==> config.mk <==
export PLATFORM = sky130hd
export DESIGN_NAME = pwm_meas10bit
export DESIGN_NICKNAME = d
export VERILOG_FILES = /design/src/rtl/pwm_meas10bit.sv
export SDC_FILE = /design/constraint.sdc
export NUM_CORES = 1
export LEC_CHECK = 0
export BUFFER_PORTS_ARGS = -buffer_cell sky130_fd_sc_hd__buf_2
export CORE_MARGIN = 1.5
export CORE_UTILIZATION = 30
export CTS_CLUSTER_SIZE = 40
export DETAILED_ROUTE_END_ITERATION = 7
export MAX_ROUTING_LAYER = met4
export PLACE_DENSITY = 0.53
export SETUP_SLACK_MARGIN = 0.4
export SKIP_CTS_REPAIR_TIMING = 1
export SYNTH_ARGS = -nofsm -noshare
export SYNTH_HDL_FRONTEND = slang
export SYNTH_SLANG_ARGS = --single-unit
==> constraint.sdc <==
create_clock -name clk -period 2.76 [get_ports clk]
set_input_delay 0.552 -clock clk [delete_from_list [all_inputs] [get_ports clk]]
set_output_delay 0.552 -clock clk [all_outputs]
set_load 0.05 [all_outputs]
==> src/rtl/pwm_meas10bit.sv <==
// PWM frame measurement: high time and period of each
// rise-to-rise frame, with a dead-line timeout for 0%/100% duty.
module pwm_meas10bit #(
  parameter int TIMEOUT = 2048
) (
  input  logic        clk,
  input  logic        rst_n,
  input  logic        PWM_in,
  output logic [9:0]  duty,
  output logic [10:0] period,
  output logic        vld,
  output logic        stuck
);

  typedef enum logic [1:0] {
    IDLE,
    MEAS,
    STUCK
  } state_t;

  localparam logic [11:0] TO = 12'(TIMEOUT);

  state_t      state;
  logic        s1, s2, s3;
  logic [10:0] per_cnt;
  logic [10:0] high_cnt;
  logic [11:0] idle_cnt;
  logic        rise, fall, any_edge;
  logic        timeout;
  logic [9:0]  duty_sat;

  assign rise     = s2 & ~s3;
  assign fall     = ~s2 & s3;
  assign any_edge = rise | fall;
  assign timeout  = (idle_cnt == TO) & ~any_edge;
  assign duty_sat = (high_cnt > 11'd1023)
                  ? 10'd1023 : high_cnt[9:0];

  always_ff @(posedge clk or negedge rst_n) begin
    if (!rst_n) begin
      s1 <= 1'b0;
      s2 <= 1'b0;
      s3 <= 1'b0;
    end else begin
      s1 <= PWM_in;
      s2 <= s1;
      s3 <= s2;
    end
  end

  always_ff @(posedge clk or negedge rst_n) begin
    if (!rst_n) begin
      per_cnt  <= '0;
      high_cnt <= '0;
    end else if (rise) begin
      per_cnt  <= 11'd1;
      high_cnt <= 11'd1;
    end else begin
      if (per_cnt != 11'h7ff)
        per_cnt <= per_cnt + 11'd1;
      if (s2 && high_cnt != 11'h7ff)
        high_cnt <= high_cnt + 11'd1;
    end
  end

  always_ff @(posedge clk or negedge rst_n) begin
    if (!rst_n)
      idle_cnt <= '0;
    else if (any_edge)
      idle_cnt <= '0;
    else if (idle_cnt != 12'hfff)
      idle_cnt <= idle_cnt + 12'd1;
  end

  // Rise is checked first; a timeout can never share its cycle anyway.
  always_ff @(posedge clk or negedge rst_n) begin
    if (!rst_n) begin
      state  <= IDLE;
      duty   <= '0;
      period <= '0;
      vld    <= 1'b0;
      stuck  <= 1'b0;
    end else begin
      vld <= 1'b0;
      unique case (state)
        IDLE: begin
          if (rise) begin
            state <= MEAS;
          end else if (timeout) begin
            state  <= STUCK;
            duty   <= s2 ? 10'd1023 : 10'd0;
            period <= '0;
            stuck  <= 1'b1;
            vld    <= 1'b1;
          end
        end
        MEAS: begin
          if (rise) begin
            duty   <= duty_sat;
            period <= per_cnt;
            stuck  <= 1'b0;
            vld    <= 1'b1;
          end else if (timeout) begin
            state  <= STUCK;
            duty   <= s2 ? 10'd1023 : 10'd0;
            period <= '0;
            stuck  <= 1'b1;
            vld    <= 1'b1;
          end
        end
        STUCK: begin
          if (rise)
            state <= MEAS;
        end
        default: state <= IDLE;
      endcase
    end
  end

endmodule

==> results of run 1 <==
==> cell families (layout without fill, tap and decap cells) <==
group,count (synthesis),count (layout),synth area share
DFF,62,62,0.506
and+or+nand+nor,129,129,0.210
AOI/OAI and AO/OA,64,64,0.160
muxes,16,16,0.0526
xor gates and xnor gates,9,9,0.0257
adders and majority gates,5,5,0.0204
buffers and inverters,18,56,0.0257
==> cell usage in the layout, fill, tap and decap left out, drive strengths merged, types with 7 or more instances in the layout <==
master and n:
a21oi 18, a41oi 8, buf 33, clkbuf 9
dfrtp 62, mux2i 15, nand2 31, nand3 12
nand4 7, nor2 41, nor3 8, o211ai 7
o21ai 11, or3 10
==> critical path: stages, from the launching register on <==
cell	delay, ns
sky130_fd_sc_hd__dfrtp_1	0.48
sky130_fd_sc_hd__ha_4	0.34
sky130_fd_sc_hd__or4b_4	0.48
sky130_fd_sc_hd__or4_4	0.62
sky130_fd_sc_hd__a41oi_2	0.22
==> routing by layer <==
layer	routed length, um	part of all wire	global-route usage
met5	0	0	-
met4	105	0.016	0.0526
met3	210	0.032	0.0301
met2	3000	0.46	0.198
met1	3210	0.49	0.181
==> flip-flops by register name, indices dropped and copies added (netlist names), 2 cells and up <==
signal / count
idle_cnt: 12
high_cnt: 11
per_cnt: 11
period: 11
duty: 10
state: 2
==> power by group through the flow <==
stage	clock network, uW	registers (uW)	logic (uW)
global route	954	1160	592
global placement	0	1160	533
CTS	909	1140	540
finish	885	1140	537
detailed placement	0	1160	538
floorplan	0	1320	217
==> final cells by class <==
class / instances / area, um2 / share of cell area
clock buffer: 9 / 124 / 0.0344
sequential: 62 / 1550 / 0.430
clock inverter: 7 / 98.8 / 0.0274
timing repair buffer: 33 / 185 / 0.0514
inverter: 7 / 26.3 / 0.00729
multi-input combinational: 223 / 1450 / 0.403
tap: 133 / 166 / 0.0461
==> how the worst min path moves through the flow <==
stage | start | cells after the start | endpoint
floorplan | rst_n | 0 | duty[0]
global placement | s1 | 0 | s2
detailed placement | s1 | 0 | s2
CTS | rst_n | 1 | per_cnt[2]
global route | rst_n | 1 | per_cnt[2]
finish | rst_n | 1 | per_cnt[2]
==> per-stage QoR <==
step	power [uW]	hold WS, ns	area (um2)
after global routing	2710	0.210	3610
after detailed placement	1700	0.361	3370
after CTS	2590	0.192	3590
after global placement	1690	0.372	3370
final	2560	0.193	3610
after floorplan	1540	0.256	3070
==> impl_summary.md, run 1 <==
Timing
The final count of hold timing violations is 0. Derived from the worst setup path, the maximum achievable clock frequency is 451 MHz. Setup repair after global routing left no endpoint under its margin. Dividing the final minimum period by the clock period gives 0.803. The slew at the pin closest to its max-slew limit is 0.830 ns. Setup slack closes at 0.543 ns.

The worst slew margin relative to its limit is 0.443. The number of max-slew violations in the final report was 0. The final setup TNS is 0 ns. The time the worst path needs with I/O delays and setup is ~2.2 ns. For the final database, setup skew stands at between 0.01 and 0.015 ns. Setup violations remaining at the end of the flow were counted as 0.

Drt
For this block, the via count after detailed routing is 2365. Dividing the detail-routed wire length by the instance count gives 13.8 um. The number of remaining DRC errors is 0.

The total wire length after detailed routing is 6530 um. The count of nets left with antenna violations once routing finished came out at 0. The ratio of routed vias to standard cells is 4.99. In this run, the number of DRC markers left after iteration 0 of detailed routing was 100. The number of iterations in the first detailed-routing pass is 5.

Global routing
For this run, the total global-route usage over all layers was measured as 0.135. The global-route wire length before repair is 11500 um. The initial antenna violation count is 0. The via count of the first global-routing pass is 2256. Summed over all layers, the global routing overflow is 0. The maximum number of pins on one net before global-route repair is 23.

Power and ir drop
The analysis attributes to net switching a power of about 870 uW. The areal power density over the cells is 711 nW/um2. Summed over all cells, the static leakage comes to ~0.0016 uW. Of the total power, registers draw 0.446. Cell internal power was estimated by the tool at around 1700 uW. Of the total power, combinational logic draws 0.209.

Of the total power, the clock network draws 0.345. Of the total power, the share spent switching nets is 0.340. VDD sags by at most 242 uV.

Synthesis
Counting flops with an async set or reset pin after synthesis yields a share of 1.00. sky130_fd_sc_hd__dfrtp_1 is the most common cell in the netlist. By area the synthesized netlist is led by sky130_fd_sc_hd__dfrtp_1 (51%), sky130_fd_sc_hd__nor2_1 (5.0%), sky130_fd_sc_hd__mux2i_1 (4.9%), sky130_fd_sc_hd__nand2_1 (3.8%), sky130_fd_sc_hd__a41oi_2 (3.7%). Yosys mapped the design onto 46 distinct sky130hd cell types.

The area share of the largest cell type after synthesis is 0.506. Dividing the synthesized area by the synthesized cell count gives 10.1 um2. The cell area that synthesis handed to floorplanning was 3070 um2.

Ranked by instance count, the synthesized netlist is headed by sky130_fd_sc_hd__dfrtp_1 (62), sky130_fd_sc_hd__nor2_1 (41), sky130_fd_sc_hd__nand2_1 (31), sky130_fd_sc_hd__a21oi_1 (18), sky130_fd_sc_hd__mux2i_1 (15). The yosys synthesis warning count is 0. The synthesized design contains 62 register bits. The number of nets produced by synthesis is 311. Yosys mapped a number of flops with a built-in enable equal to 0. After technology mapping, the gate count stands at approximately 300. Among all flip-flop cells after synthesis, the most frequent one is sky130_fd_sc_hd__dfrtp_1.

The post-synthesis cell type with the largest combined area is sky130_fd_sc_hd__dfrtp_1. For this run, the register share of the synthesized area comes to 0.506.

Place
During placement, the flow inserted port buffers numbering 25. The pre-CTS worst setup slack is 0.338 ns. Routability-driven placement finished with a final weighted congestion of around 0.78. The cell total after placement is 458.

The HPWL after detailed placement is 4530 um.

Layout
At the end of the flow, the number of nets in the layout was between 300 and 400. The number of diodes is 0. The layout has 987 filler cells. For this run, the number of standard cells in the final layout without fillers is 474. The layout-stage area growth over the synthesis result is 17.6%. Of the cells placed in the final design, the portion with a size suffix greater than 1 is 0.188. The post-route core utilization is 0.366.

Die
The total area inside the core boundary comes to 9860 um2. The width of the die is between 100 and 150 um. The die footprint is 10800 um2.

The I/O pin count is 26. The floorplan has 36 rows. The initial utilization of the core area, before any placement, comes to 0.311. From bottom edge to top edge, the die measures 104 um.

Clock tree
The cell at the root of the clock tree is sky130_fd_sc_hd__clkbuf_8. The number of levels the H-tree was split into is 3. The number of buffers added by the clock tree synthesis step is 9. The clock passes through at most 2 buffers. Clock-pin slew was measured on the worst setup and hold paths at roughly 0.080 ns. TritonCTS built the clock tree. The clock sink count is 62. The clock reaches the later pin of the worst-skew pair after about 0.34 ns.

Worst setup path
The worst register-to-register path has a depth of 4. The endpoint identified for the worst register-to-register timing path is duty[1]. The timing endpoint of the critical path is duty[1]. The kind of end point of the critical path is a flip-flop. The worst register-to-register path begins at s2. The largest driver fanout on the critical path is 7. The flop-to-flop setup slack is 0.54 ns. The critical path startpoint is s2. At the worst endpoint, the required time is 3.01 ns. The category of the most critical setup path is reg -> reg.

The worst setup path is launched from a flip-flop. At the worst endpoint, the arrival time is 2.47 ns.

Outcome
The run finished with clean final reports.

Hold path
The path class of the lowest-slack min-delay path is in -> async.

Run
The count of maximum capacitance violations is 0.
Power figures use the tool's default switching activity.
==> run 2, diff against run 1 <==
--- a/config.mk
+++ b/config.mk
@@ -11,7 +11,7 @@
 export CTS_CLUSTER_SIZE = 40
 export DETAILED_ROUTE_END_ITERATION = 7
 export MAX_ROUTING_LAYER = met4
-export PLACE_DENSITY = 0.53
+export PLACE_DENSITY = 0.54
 export SETUP_SLACK_MARGIN = 0.4
 export SKIP_CTS_REPAIR_TIMING = 1
 export SYNTH_ARGS = -nofsm -noshare
==> constraint.sdc (replaced) <==
create_clock -name clk -period 1.9 [get_ports clk]
set_input_delay 0.38 -clock clk [delete_from_list [all_inputs] [get_ports clk]]
set_output_delay 0.38 -clock clk [all_outputs]
set_load 0.05 [all_outputs]
==> run 2 against run 1 <==
Compared with the run above:
- the flow now finishes with violations (setup timing)
- final area increased by 13%
- clock power increased by 53%
- fmax increased by 8.1%
- flip-flop and latch count unchanged
- clock skew increased by 0.0034 ns
- power increased by 56%
- first-iteration DRC count decreased by 17%
- routed wire length increased by 12%
==> impl_summary.md, run 2 (synthesis results as in run 1) <==
Outcome
Outcome: complete, but fails checks (was finished, final reports clean). The final reports fail on setup timing.

Die
The area of the core came to 9860 um2 (unchanged). The die footprint is 10800 um2 (unchanged). The initial core utilization is 0.311 (unchanged). The width of the die is 104 um (unchanged). The row count is 36 (unchanged). The I/O pin count is 26 (unchanged). The chip height is 104 um (unchanged).

Worst setup path
The flop-to-flop setup slack is -0.15 ns (was 0.54 ns). The required time at the worst-slack endpoint is 2.17 ns (was 3.01 ns). The largest driver fanout on the critical path is 7 (unchanged).

The kind of end point of the critical path is a flip-flop (unchanged). The category of the most critical setup path was reg -> reg (unchanged). The element type at the critical path start is a flip-flop (unchanged). The reg-to-reg critical path endpoint is state[1] (was duty[1]). The beginning of the worst register-to-register path is s2 (unchanged). The critical path startpoint is s2 (unchanged).

The depth of the most critical reg-to-reg path is 5 (was 4). The signal arrival time at the worst endpoint came to 2.32 ns (was 2.47 ns).

Clock tree
The number of buffers added by the clock tree synthesis step is 9 (unchanged). The CTS tree is done (unchanged). The clock latency on the worst-skew pair is 0.35 ns (was 0.34 ns). The cell at the root of the clock tree is sky130_fd_sc_hd__clkbuf_8 (unchanged).

The clock sink count is 62 (unchanged). The clock input transition at the sequential cells of the worst setup and hold paths is 0.09 ns (was 0.08 ns). The number of levels the H-tree was split into was 3 (unchanged). The maximum clock insertion buffer count was 2 (unchanged).

Layout
The post-route core utilization came to 0.415 (was 0.366). The number of diodes is 0 (unchanged). The layout-stage area growth over the synthesis result came to 33.4% (was 17.6%).

Highest-count cells in the layout ignoring fill and taps: sky130_fd_sc_hd__dfrtp_1 (53), sky130_fd_sc_hd__nor2_1 (41), sky130_fd_sc_hd__buf_4 (28) (was sky130_fd_sc_hd__dfrtp_1 (62), sky130_fd_sc_hd__nor2_1 (41), sky130_fd_sc_hd__nand2_1 (31)). The flip-flop count of the largest register after layout is 12 (unchanged). The largest register by flop count is idle_cnt (unchanged). The most frequent standard cell in the layout excluding fill and tap cells is sky130_fd_sc_hd__dfrtp_1 (unchanged).

The number of nets in the final layout is 373 (was 344). The layout cell share with drive strength beyond 1 is 0.381 (was 0.188).

Drt
The number of violations reported at the end of detailed-routing iteration 0 is 83 (was 100). The via total after detailed routing is 2523 (was 2365). The ratio of routed vias to standard cells was 5.02 (was 4.99). The total wire length after detailed routing is 7310 um (was 6530 um).

The number of remaining DRC errors was 0 (unchanged). The average wire per cell in the routed design came to 14.5 um (was 13.8 um). The number of iterations in the first detailed-routing pass is 6 (was 5). The post-route antenna net violation count is 0 (unchanged).

Place
The placer's final routability congestion estimate is 0.763 (was 0.776). The final HPWL from detailed placement is 4580 um (was 4530 um). The number of buffers inserted by port buffering is 25 (unchanged).

Global routing
The sum of overflow across all layers after global routing is 0 (unchanged). The global-route wire length before repair is 11500 um (about the same). The maximum number of pins on one net before global-route repair is 63 (was 23). The via count of the first global-routing pass was 2348 (was 2256). The global-route usage over all layers is 0.137 (was 0.135). The initial antenna violation count came to 0 (unchanged).

Timing
The final setup TNS is -1.39 ns (was 0 ns). RSZ-0062 raised after global routing: true (was false). The worst clock skew on the final layout is 0.0178 ns (was 0.0144 ns). The fraction of the cycle the final worst path needs is 1.08 (was 0.803). The time the worst path needs with I/O delays and setup is 2.05 ns (was 2.22 ns). The final number of setup-violating endpoints is 24 (was 0).

The worst slew margin relative to its limit is 0.706 (was 0.443). The maximum operating frequency is 488 MHz (was 451 MHz). The slew at the pin closest to its max-slew limit is 0.442 ns (was 0.830 ns). The final count of hold timing violations is 0 (unchanged). The number of max-slew violations in the final report is 0 (unchanged). The least setup slack across all paths after layout is -0.151 ns (was 0.543 ns).

Power and ir drop
The static leakage is 0.00182 uW (was 0.00157 uW). The worst ir drop on vdd came to 410 uV (was 242 uV). The areal power density over the cells is 979 nW/um2 (was 711 nW/um2).

Hold path
The path class of the lowest-slack min-delay path is in -> async (unchanged).

Run
The count of maximum capacitance violations is 0 (unchanged).
==> run 2: cell types whose count changed in the layout (fill, tap and decap cells not counted), moves of 6 or more <==
cell                      before  now
sky130_fd_sc_hd__nand2_1      31   23
sky130_fd_sc_hd__dfrtp_2       0    9
sky130_fd_sc_hd__o21ai_2       0    7
sky130_fd_sc_hd__buf_6         0    6
sky130_fd_sc_hd__nand2_2       0    6
sky130_fd_sc_hd__o21ai_0      11    3
sky130_fd_sc_hd__dfrtp_1      62   53
sky130_fd_sc_hd__buf_4         8   28
==> run 2: through the flow <==
step | setup slack, ns | cells | total power (uW) | instance area (um2) | hold WS [ns]
global route | -0.198 | 503 | 4210 | 4090 | 0.0560
detailed placement | -0.166 | 473 | 2510 | 3530 | 0.383
CTS | -0.187 | 489 | 3870 | 3750 | 0.0376
global placement | -0.125 | 473 | 2490 | 3530 | 0.398
finish | -0.151 | 503 | 4000 | 4090 | 0.0285
floorplan | -0.112 | 303 | 2240 | 3110 | 0.0844
==> run 2: layout make-up <==
class | instances | area, um2
multi-input cells | 224 | 1680
inverters | 7 | 30.0
clock buffers | 9 | 124
flip-flops and latches | 62 | 1560
fillers | 936 | 5770
clock inverters | 7 | 104
repair buffers | 61 | 428
well taps | 133 | 166
==> run 2: worst max-delay path by stage <==
stage,end,slack (ns)
after floorplan,duty[0],-0.11
after global placement,state[1],-0.13
after detailed placement,state[1],-0.17
after CTS,state[1],-0.19
after global routing,state[1],-0.20
final,state[1],-0.15
==> run 2: metal layers <==
metal  track usage  wire length (um)  vias up
met3        0.0388               226        6
met4        0.0456                62        0
met5             -                 0        -
met2         0.195              3450       40
met1         0.186              3570     1247
li1              -                 -     1230
==> run 2: worst max-delay path: stages (launching register included) <==
cell and delay, ns:
sky130_fd_sc_hd__dfrtp_2 0.42, sky130_fd_sc_hd__ha_4 0.27, sky130_fd_sc_hd__or4b_4 0.49, sky130_fd_sc_hd__or3_4 0.44
sky130_fd_sc_hd__mux2_2 0.28, sky130_fd_sc_hd__nor2_1 0.08
==> run 2: power breakdown <==
| group | switching [uW] | internal, uW | leakage [uW] | total [uW] |
|---|---|---|---|---|
| sequential | 185 | 1480 | 0.000797 | 1670 |
| clock | 588 | 757 | 0.000115 | 1350 |
| combinational | 629 | 361 | 0.000911 | 989 |
==> run 3, diff against run 2 <==
--- a/config.mk
+++ b/config.mk
@@ -5,13 +5,14 @@
 export SDC_FILE = /design/constraint.sdc
 export NUM_CORES = 1
 export LEC_CHECK = 0
+export ABC_AREA = 1
 export BUFFER_PORTS_ARGS = -buffer_cell sky130_fd_sc_hd__buf_2
 export CORE_MARGIN = 1.5
 export CORE_UTILIZATION = 30
+export CTS_BUF_LIST = sky130_fd_sc_hd__clkbuf_8
 export CTS_CLUSTER_SIZE = 40
 export DETAILED_ROUTE_END_ITERATION = 7
 export MAX_ROUTING_LAYER = met4
-export PLACE_DENSITY = 0.54
 export SETUP_SLACK_MARGIN = 0.4
 export SKIP_CTS_REPAIR_TIMING = 1
 export SYNTH_ARGS = -nofsm -noshare
==> run 3 against run 2 <==
Compared with the run above:
- the flow now finishes without violations
- critical endpoint unchanged
- clock skew decreased by 0.0047 ns
- worst setup slack improved by 0.37 ns
- clock-buffer cell count increased by 1
- largest cell class unchanged
- fmax increased by 22%
- core utilization decreased by 1.7 points
- largest power group unchanged
==> impl_summary.md, run 3 <==
Synthesis
The post-synthesis cell type with the largest combined area is sky130_fd_sc_hd__dfrtp_1 (unchanged). The share of cell area taken by muxes after synthesis came to 0 (was 0.0526). The proportion of synthesized flip-flops having asynchronous set or reset is 1.00 (unchanged). Ranking of synthesized cells by area: sky130_fd_sc_hd__dfrtp_1 (46%), sky130_fd_sc_hd__nand2_1 (12%), sky130_fd_sc_hd__nand3_1 (8.2%), sky130_fd_sc_hd__inv_1 (3.7%), sky130_fd_sc_hd__nor2_1 (3.4%) (was sky130_fd_sc_hd__dfrtp_1 (51%), sky130_fd_sc_hd__nor2_1 (5.0%), sky130_fd_sc_hd__mux2i_1 (4.9%), sky130_fd_sc_hd__nand2_1 (3.8%), sky130_fd_sc_hd__a41oi_2 (3.7%)). The instance count of the mapped netlist is 431 (was 303).

The synthesized area per cell is 7.91 um2 (was 10.1 um2). The sequential element share of the synthesized area is 0.455 (was 0.506). The count of flip-flops with a built-in enable after synthesis was 0 (unchanged). The number of nets produced by synthesis was 439 (was 311). The number of synthesized register bits is 62 (unchanged).

The synthesized-area fraction occupied by adder cells is 0.0184 (was 0.0204). The number of distinct library cells after synthesis is 35 (was 46). The post-synth design cell area was 3410 um2 (was 3070 um2).

The share of the synthesized area in compound gates (AO/OA/AOI/OAI) is 0.0595 (was 0.160). The commonest register cell after synthesis is sky130_fd_sc_hd__dfrtp_1 (unchanged). The area share of the largest cell type after synthesis is 0.455 (was 0.506). The xor and xnor fraction of the mapped netlist area is 0.0128 (was 0.0257). The simple logic cell fraction of the synthesized area is 0.372 (was 0.210). Most common library cells after synthesis: sky130_fd_sc_hd__nand2_1 (110), sky130_fd_sc_hd__dfrtp_1 (62), sky130_fd_sc_hd__nand3_1 (56), sky130_fd_sc_hd__inv_1 (34), sky130_fd_sc_hd__nor2_1 (31) (was sky130_fd_sc_hd__dfrtp_1 (62), sky130_fd_sc_hd__nor2_1 (41), sky130_fd_sc_hd__nand2_1 (31), sky130_fd_sc_hd__a21oi_1 (18), sky130_fd_sc_hd__mux2i_1 (15)). The most repeated cell in the gate-level netlist after synthesis is sky130_fd_sc_hd__nand2_1 (was sky130_fd_sc_hd__dfrtp_1).

The yosys synthesis warning count is 0 (unchanged). The dominant combinational cell family by area after synthesis is simple AND/OR/NAND/NOR gates (unchanged).

Die
The initial core utilization is 0.312 (was 0.311). The width of the die was 110 um (was 104 um). The I/O pin count came to 26 (unchanged). The area of the core is 10900 um2 (was 9860 um2).

The die footprint is 12000 um2 (was 10800 um2). The chip height was 110 um (was 104 um). The row count is 38 (was 36).

Clock tree
The clock sink count is 62 (unchanged). The cell at the root of the clock tree is sky130_fd_sc_hd__clkbuf_8 (unchanged). The clock input transition at the sequential cells of the worst setup and hold paths is 0.07 ns (was 0.09 ns). The clock latency on the worst-skew pair was 0.34 ns (was 0.35 ns). The number of buffers added by the clock tree synthesis step is 9 (unchanged). The maximum clock insertion buffer count is 2 (unchanged). The CTS tree is done (unchanged). The number of levels the H-tree was split into is 3 (unchanged).

Layout
The number of filler instances in the final layout came to 1093 (was 936). The area used by multi-input combinational logic is 1930 um2 (was 1680 um2). The largest register by flop count is idle_cnt (unchanged). The most frequent standard cell in the layout excluding fill and tap cells was sky130_fd_sc_hd__nand2_1 (was sky130_fd_sc_hd__dfrtp_1). The layout cell share with drive strength beyond 1 is 0.366 (was 0.381).

The flip-flop count of the largest register after layout is 12 (unchanged). The combined flip-flop and latch cell area came to 1550 um2 (was 1560 um2). The post-route core utilization was 0.398 (was 0.415).

The layout-stage area growth over the synthesis result is 27.7% (was 33.4%). The number of diodes is 0 (unchanged). The number of nets in the final layout came to 484 (was 373). Highest-count cells in the layout ignoring fill and taps: sky130_fd_sc_hd__nand2_1 (85), sky130_fd_sc_hd__dfrtp_1 (61), sky130_fd_sc_hd__inv_1 (35) (was sky130_fd_sc_hd__dfrtp_1 (53), sky130_fd_sc_hd__nor2_1 (41), sky130_fd_sc_hd__buf_4 (28)).

The post-route cell area is 4350 um2 (was 4090 um2).

Worst setup path
The category of the most critical setup path is reg -> reg (unchanged). The signal arrival time at the worst endpoint is 1.94 ns (was 2.32 ns). The element type at the critical path start was a flip-flop (unchanged). The kind of end point of the critical path is a flip-flop (unchanged). The required time at the worst-slack endpoint is 2.16 ns (was 2.17 ns). The largest driver fanout on the critical path is 6 (was 7).

Timing
The final count of hold timing violations is 0 (unchanged). The final setup TNS is 0 ns (was -1.39 ns). The time the worst path needs with I/O delays and setup is 1.68 ns (was 2.05 ns).

The worst slew margin relative to its limit is 0.762 (was 0.706). The number of max-slew violations in the final report came to 0 (unchanged). The worst clock skew on the final layout was 0.0131 ns (was 0.0178 ns).

The fraction of the cycle the final worst path needs is 0.883 (was 1.08). The slew at the pin closest to its max-slew limit is 0.355 ns (was 0.442 ns). The final number of setup-violating endpoints was 0 (was 24). The maximum operating frequency is 596 MHz (was 488 MHz).

RSZ-0062 raised after global routing: true (unchanged). The hold slack is 0.0278 ns (was 0.0285 ns).

Place
The final HPWL from detailed placement is 4910 um (was 4580 um). The standard cell area after detailed placement is 3740 um2 (was 3530 um2). The placer's final routability congestion estimate is 0.861 (was 0.763). The number of buffers inserted by port buffering is 25 (unchanged).

Drt
The ratio of routed vias to standard cells is 4.78 (was 5.02). The average wire per cell in the routed design is 12.8 um (was 14.5 um). The number of violations reported at the end of detailed-routing iteration 0 is 204 (was 83). The number of remaining DRC errors was 0 (unchanged).

The number of iterations in the first detailed-routing pass is 5 (was 6). The post-route antenna net violation count is 0 (unchanged). The via total after detailed routing came to 2966 (was 2523). The total wire length after detailed routing is 7970 um (was 7310 um).

Power and ir drop
The total internal power is 2280 uW (was 2600 uW). The static leakage is 0.00219 uW (was 0.00182 uW). The power spent charging and discharging nets is 1300 uW (was 1400 uW). The areal power density over the cells was 824 nW/um2 (was 979 nW/um2).

The combinational share of power came to 0.276 (was 0.247). The worst ir drop on vdd is 389 uV (was 410 uV). The fraction of power consumed by sequential logic came to 0.445 (was 0.417). The proportion of total power due to net switching was 0.364 (was 0.350).

The clock network power share is 0.279 (was 0.336).

Outcome
Outcome: finished, final reports clean (was complete, but fails checks).

Global routing
The maximum number of pins on one net before global-route repair came to 63 (unchanged). The initial antenna violation count is 0 (unchanged). The global-route wire length before repair is 12100 um (was 11500 um). The via count of the first global-routing pass is 2703 (was 2348). The global-route usage over all layers is 0.132 (was 0.137). The sum of overflow across all layers after global routing is 0 (unchanged).

Run
The count of maximum capacitance violations is 0 (unchanged).

Hold path
The path class of the lowest-slack min-delay path is in -> async (unchanged).
## run 3: cell count changes after synthesis, moves of 7 or more
cell                       delta
sky130_fd_sc_hd__or3_1       -10
sky130_fd_sc_hd__mux2i_1     -15
sky130_fd_sc_hd__a41oi_2      -7
sky130_fd_sc_hd__nor2_1      -10
sky130_fd_sc_hd__inv_2       +17
sky130_fd_sc_hd__o21ai_1      +9
sky130_fd_sc_hd__a21oi_1     -11
sky130_fd_sc_hd__o211ai_1     -7
sky130_fd_sc_hd__inv_1       +28
sky130_fd_sc_hd__nand2_1     +79
sky130_fd_sc_hd__or2_1       +10
sky130_fd_sc_hd__nand2_2     +15
sky130_fd_sc_hd__nand3_1     +44
## run 3: worst paths after layout
| check | start | cells after the start | to | slack, ns |
|---|---|---|---|---|
| worst min register to register | s1 | 0 | s2 | 0.37 |
| worst max-delay path | s2 | 9 | state[1] | 0.22 |
| min in group clk | PWM_in | 1 | s1 | 0.15 |
| worst min-delay path | rst_n | 2 | idle_cnt[0] | 0.03 |
| max in group asynchronous | rst_n | 2 | s2 | 1.58 |
| worst max register to register | s2 | 9 | state[1] | 0.22 |
## run 3: cells by family (layout without fill, tap and decap cells)
family,Yosys count,in the layout
compound gates,34,34
xor+xnor,5,5
fa+ha+maj,5,5
buf+inv,66,113
flops,62,62
simple gates,259,262
## run 3: power by group through the flow
stage | Sequential (uW) | Combinational (uW) | Clock (uW)
floorplan | 1870 | 368 | 0
CTS | 1590 | 850 | 1040
finish | 1600 | 990 | 1000
global placement | 1600 | 835 | 0
detailed placement | 1610 | 846 | 0
global route | 1620 | 1080 | 1100
## run 3: metrics by stage
stage               cells  setup WS, ns  power, uW
floorplan             431         0.357       2240
global placement      592        0.0885       2440
detailed placement    592        0.0325       2460
CTS                   608        0.0261       3470
global route          621         0.148       3800
finish                621         0.223       3590
## run 3: final cells by class
cell class	instances	area share
inverter	55	0.0515
clock inverter	6	0.00690
multi-input combinational	306	0.445
timing repair buffer	42	0.0684
tap	140	0.0403
clock buffer	10	0.0316
sequential	62	0.357
## run 3: routing by layer
metal	vias to the layer above	track usage	wire (um)
met4	0	0.0575	129
met3	8	0.0344	250
met5	-	-	0
met1	1411	0.160	3620
li1	1484	-	-
met2	63	0.208	3970
## run 3: worst max-delay path, stage by stage (launching register included)
cell,delay [ns]
sky130_fd_sc_hd__dfrtp_2,0.47
sky130_fd_sc_hd__ha_4,0.30
sky130_fd_sc_hd__nand2_4,0.05
sky130_fd_sc_hd__inv_4,0.06
sky130_fd_sc_hd__nand2_4,0.05
sky130_fd_sc_hd__nor2_4,0.14
sky130_fd_sc_hd__buf_12,0.14
sky130_fd_sc_hd__nand2_4,0.08
sky130_fd_sc_hd__buf_4,0.15
sky130_fd_sc_hd__a211oi_2,0.16
